`src/rtl/branch_ctrl.sv`:
```
// branch_ctrl: decodes the fetched instruction into registered branch/target/halt controls for the PC,
// resolving targets through a loadable LUT and counting retired instructions.
module branch_ctrl #(
    parameter int PC_W      = 12,
    parameter int INSTR_W   = 9,
    parameter int LUT_DEPTH = 16,
    parameter int CNT_W     = 16
) (
    input  logic               clk,
    input  logic               reset,
    input  logic [PC_W-1:0]    prog_ct,
    input  logic [INSTR_W-1:0] instr,
    input  logic               zero_flag,
    input  logic               pc_done,
    input  logic               lut_we,
    input  logic [3:0]         lut_waddr,
    input  logic [PC_W-1:0]    lut_wdata,
    output logic               branch,
    output logic [PC_W-1:0]    target,
    output logic               halt,
    output logic               squash,
    output logic [CNT_W-1:0]   instr_count,
    output logic [1:0]         state
);
    localparam logic [1:0] RUN     = 2'b00;
    localparam logic [1:0] SQUASH  = 2'b01;
    localparam logic [1:0] HALTED  = 2'b10;
    localparam logic [3:0] OP_JMP  = 4'b1100;
    localparam logic [3:0] OP_BNEZ = 4'b1101;
    localparam logic [3:0] OP_BEQZ = 4'b1110;

    logic [1:0]       state_q, state_d;
    logic [PC_W-1:0]  target_q, target_d;
    logic [CNT_W-1:0] count_q, count_d;
    logic [PC_W-1:0]  lut_q [LUT_DEPTH];
    logic [3:0]       opcode;
    logic             run, taken, is_halt;

    always_comb begin
        run      = state_q == RUN;
        opcode   = instr[INSTR_W-1 -: 4];
        is_halt  = instr == '1;
        taken    = (opcode == OP_JMP) || (opcode == OP_BEQZ && zero_flag) || (opcode == OP_BNEZ && !zero_flag);
        state_d  = !run ? (state_q == SQUASH ? RUN : state_q) : is_halt ? HALTED : taken ? SQUASH : RUN;
        target_d = (run && taken && !is_halt) ? lut_q[instr[3:0]] : target_q;
        count_d  = run ? count_q + 1'b1 : count_q;
    end

    always_ff @(posedge clk) begin
        if (reset) begin
            state_q  <= RUN;
            target_q <= '0;
            count_q  <= '0;
        end else begin
            state_q  <= state_d;
            target_q <= target_d;
            count_q  <= count_d;
        end
    end

    // LUT survives reset so the harness can load it once at boot
    always_ff @(posedge clk)
        if (lut_we) lut_q[lut_waddr] <= lut_wdata;

    always @(posedge clk)
        if (!reset) assert (!(pc_done && state_q != HALTED))
            else $error("pc_done raised while not halted, pc=%h", prog_ct);

    assign branch      = state_q == SQUASH;
    assign squash      = state_q == SQUASH;
    assign halt        = state_q == HALTED;
    assign target      = target_q;
    assign instr_count = count_q;
    assign state       = state_q;
endmodule

```
`config.mk`:
```
export PLATFORM = sky130hd
export DESIGN_NAME = branch_ctrl
export DESIGN_NICKNAME = d
export VERILOG_FILES = /design/src/rtl/branch_ctrl.sv
export SDC_FILE = /design/constraint.sdc
export NUM_CORES = 1
export LEC_CHECK = 0
export ABC_AREA = 1
export ABC_CLOCK_PERIOD_IN_PS = 2500
export BUFFER_PORTS_ARGS = -buffer_cell sky130_fd_sc_hd__clkbuf_2
export CORE_ASPECT_RATIO = 0.6
export CORE_UTILIZATION = 35
export DETAILED_ROUTE_END_ITERATION = 8
export GPL_TIMING_DRIVEN = 0
export PLACE_DENSITY = 0.61
export SKIP_LAST_GASP = 1
export SLEW_MARGIN = 30
export SYNTH_ARGS = -nofsm -noshare
export SYNTH_HDL_FRONTEND = slang
export SYNTH_SLANG_ARGS = --single-unit
```
`constraint.sdc`:
```
create_clock -name clk -period 2.5 [get_ports clk]
set_input_delay 0.125 -clock clk [delete_from_list [all_inputs] [get_ports clk]]
set_output_delay 0.125 -clock clk [all_outputs]
set_load 0.1 [all_outputs]
```
==> flow_metrics.py <==
metrics = {
    "setup_path": {
        "path_max_fanout": 5,
        "crit_required_ps": 2380,
        "end_kind": "primary output",
        "reg2reg_slack_ps": 840,
        "worstPathArrival_ps": 1690,
        "r2r_start": "state[1]$_SDFFE_PP0P_",
        "path_class": "register to primary output",
        "worstReg2RegEnd": "instr_count[14]$_SDFFE_PP0N_",
        "rr_worst_depth": 8,
        "critPathLaunchType": "register",
    },
    "pwr": {
        "combPwrFrac_pct": 8.3,
        "p_int_mw": 6.132,
        "switching_share_pct": 24.07,
        "power_density_mw_per_mm2": 743.7,
        "p_seq_share_pct": 51.1,
        "power.leakage_nw": 4.294,
        "pwr-share-clk_pct": 40.6,
        "p_sw_mw": 1.944,
        "ir_drop_mv": 0.4144,
    },
    "yosys": {
        "synth_edf_count": 192,
        "synthAdderAreaFrac_pct": 0.1339,
        "synth_mux_area_share_pct": 0,
        "synth_top_flop_cell": "edfxtp_1",
        "synth_compound_gate_area_share_pct": 5.262,
        "synth_nets": 958,
        "yosys.area_share.simple_pct": 20.34,
        "syn_area_mm2": 0.009345,
        "avgSynthCellArea_um2": 10.21,
        "synthArstFlopShare_pct": 0,
        "syn_inst": 915,
        "synth_seq_cells": 222,
        "synth_top_family_by_area": "simple AND/OR/NAND/NOR gates",
        "synth_warnings": 0,
        "yosysUniqueCellTypes": 30,
        "synth-xor-area-share_pct": 0.09372,
        "yosysSeqAreaShare_pct": 68.12,
    },
    "global_routing": {
        "grt.overflow.total": 0,
        "first_global_vias": 6394,
        "grtUsageTotal_pct": 19.44,
        "grt_pass1_wl_um": 38710,
        "grt_start_max_net_pins": 17,
        "antenna_found_initial": 0,
    },
    "cts": {
        "cts_resized": 0,
        "insertion_delay_ps": 520,
        "clockBufferDepth": 3,
        "cts_tree": "yes",
        "cts.sink_count": 222,
        "cts_buffers": 21,
        "cts-root-buf": "clkbuf_16",
        "htreeDepth": 1,
        "path_clk_slew_ps": 60,
    },
    "timing": {
        "hold_viol_final": 0,
        "max_freq_ghz": 0.5495,
        "rsz0062_at_grt": "no",
        "fin_crit_ps": 1820,
        "setup_viol": 0,
        "finalClockSkew_ps": 13.60,
        "setup_tns_ps": 0,
        "worstMarginPinSlew_ps": 784.7,
        "min_period_over_period_pct": 72.80,
        "relSlewSlack_pct": 47.69,
        "slew_viol_final": 0,
    },
    "detailed_routing": {
        "wl_per_cell_um": 18.88,
        "ant_nets": 0,
        "drc_errors": 0,
        "drt-total-wl_um": 25820,
        "drt_iter0_drc": 795,
        "vias": 6705,
        "first_pass_iters": 6,
        "vias_per_cell": 4.901,
    },
    "finish": {
        "fillerInstances": 2493,
        "drive_above_1_share_pct": 14.38,
        "finalNonFillerCells": 1368,
        "fin_nets": 1043,
        "area_growth_syn_to_layout_pct": 16.19,
    },
    "hold_path": {
        "hold_start": "instr[5]",
        "min_path_cells": 5,
        "whs_endpoint": "state[1]$_SDFFE_PP0P_",
        "hold_class": "input pin to register",
    },
    "place": {
        "place_congestion": 0.9803,
        "io_buffers": 60,
        "place_inst": 1327,
        "detailed_place_hpwl_um": 18130,
    },
    "floorplanning": {
        "core_mm2": 0.02573,
        "ios": 75,
        "die_area_mm2": 0.02738,
        "die_y_um": 128.6,
        "die_w_um": 213.0,
        "rows": 45,
        "start_util_pct": 36.32,
    },
    "run_status": {
        "status": "finished clean",
    },
    "run": {
        "max-cap-violations": 0,
    },
}
==> registers in the layout (all words and copies together), names as in the netlist <==
signal and flops:
target 12, instr_count 16, lut_q 192, state 2
==> metal layers <==
metal	GRT usage (%)	share of wire, %	vias up
li1	-	-	3190
met1	31.03	49	3198
met2	25.75	38	283
met3	5.516	11	34
met4	3.301	1.4	0
met5	0	0	-
==> area by class of cell <==
cell class	instances	area (µm²)	share of cell area (%)
Sequential cell	222	6366	58.63
Timing Repair Buffer	62	320.3	2.950
Clock inverter	3	18.77	0.1729
Clock buffer	35	685.7	6.315
Inverter	82	310.3	2.858
Tap cell	352	440.4	4.056
Buffer	41	255.2	2.351
Antenna cell	1	2.502	0.02305
Multi-Input combinational cell	570	2459	22.64
==> cell families after synthesis <==
kind of cell,count (synthesis)
AND/OR/NAND/NOR,471
flip-flops,222
buffers and inverters,123
AO/OA/AOI/OAI,97
XOR/XNOR,1
adder cells (fa/ha/maj),1
==> critical path, stage by stage (launching register included) <==
cell and delay [ps]:
dfxtp_1 420, inv_1 120, nor2_2 100, buf_4 110, clkbuf_2 440
==> placed cells by master (no fill, tap or decap), types with 4 or more instances in the layout <==
cell type,netlist,final
nor3_1,4,4
nand3_1,52,52
edfxtp_1,192,192
o21ai_0,72,72
clkbuf_16,0,24
dfxtp_1,30,30
o21ai_1,9,9
buf_4,4,4
inv_1,81,81
nand4_1,4,4
nor2_2,1,19
clkbuf_1,12,18
a21oi_1,13,13
nand2_1,250,250
nor2_1,151,133
clkbuf_2,2,62
buf_6,9,9
buf_2,13,13
clkbuf_8,0,4
==> cells in the mapped netlist, types with 2 or more instances <==
master / n / area share [%]
a21oi_1: 13 / 0.70
buf_2: 13 / 0.70
buf_4: 4 / 0.32
buf_6: 9 / 1.1
clkbuf_1: 12 / 0.48
clkbuf_2: 2 / 0.11
dfxtp_1: 30 / 6.4
edfxtp_1: 192 / 62
inv_1: 81 / 3.3
nand2_1: 250 / 10
nand3_1: 52 / 2.8
nand3_2: 2 / 0.21
nand3b_1: 2 / 0.16
nand4_1: 4 / 0.27
nor2_1: 151 / 6.1
nor2_4: 2 / 0.24
nor3_1: 4 / 0.21
o21ai_0: 72 / 3.9
o21ai_1: 9 / 0.48
==> timing repair <==
item / 4_1_cts / 5_1_grt
endpoints found under the setup margin: 0 / 0
hold buffers: 2 / 0
buffers inserted: 0 / 0
endpoints found under the hold margin: 7 / 0
==> power by group through the flow <==
stage / registers [mW] / logic, mW / clock network [mW]
6_report: 4.13 / 0.673 / 3.28
3_3_place_gp: 4.21 / 0.645 / 0
2_1_floorplan: 4.32 / 0.291 / 0
4_1_cts: 4.13 / 0.662 / 3.30
3_5_place_dp: 4.21 / 0.657 / 0
5_1_grt: 4.13 / 0.727 / 3.43
==> stage by stage <==
stage | power [mW] | cell area, µm² | hold slack [ps] | utilization [%] | worst slack [ps]
finish | 8.075 | 10860 | 30.08 | 42.20 | 680.1
global placement | 4.852 | 10090 | 407.2 | 39.22 | 661.3
global route | 8.293 | 10860 | 44.03 | 42.19 | 614.7
floorplan | 4.607 | 9350 | 196.5 | - | -141.7
CTS | 8.093 | 10860 | 17.60 | 42.19 | 672.3
detailed placement | 4.865 | 10130 | 411.1 | 39.37 | 708.6
==> worst max path at each step <==
stage / start / to / slack (ps) / depth (start not counted)
after floorplan: state[0]$_SDFFE_PP0P_ / squash / -140 / 3
after global placement: lut_waddr[3] / lut_q[7][8]$_DFFE_PP_ / 660 / 3
after detailed placement: instr[1] / target[9]$_SDFFE_PP0P_ / 710 / 9
after CTS: state[0]$_SDFFE_PP0P_ / squash / 670 / 4
after global routing: state[0]$_SDFFE_PP0P_ / squash / 610 / 4
final: state[0]$_SDFFE_PP0P_ / squash / 680 / 4
Power figures use the tool's default switching activity.
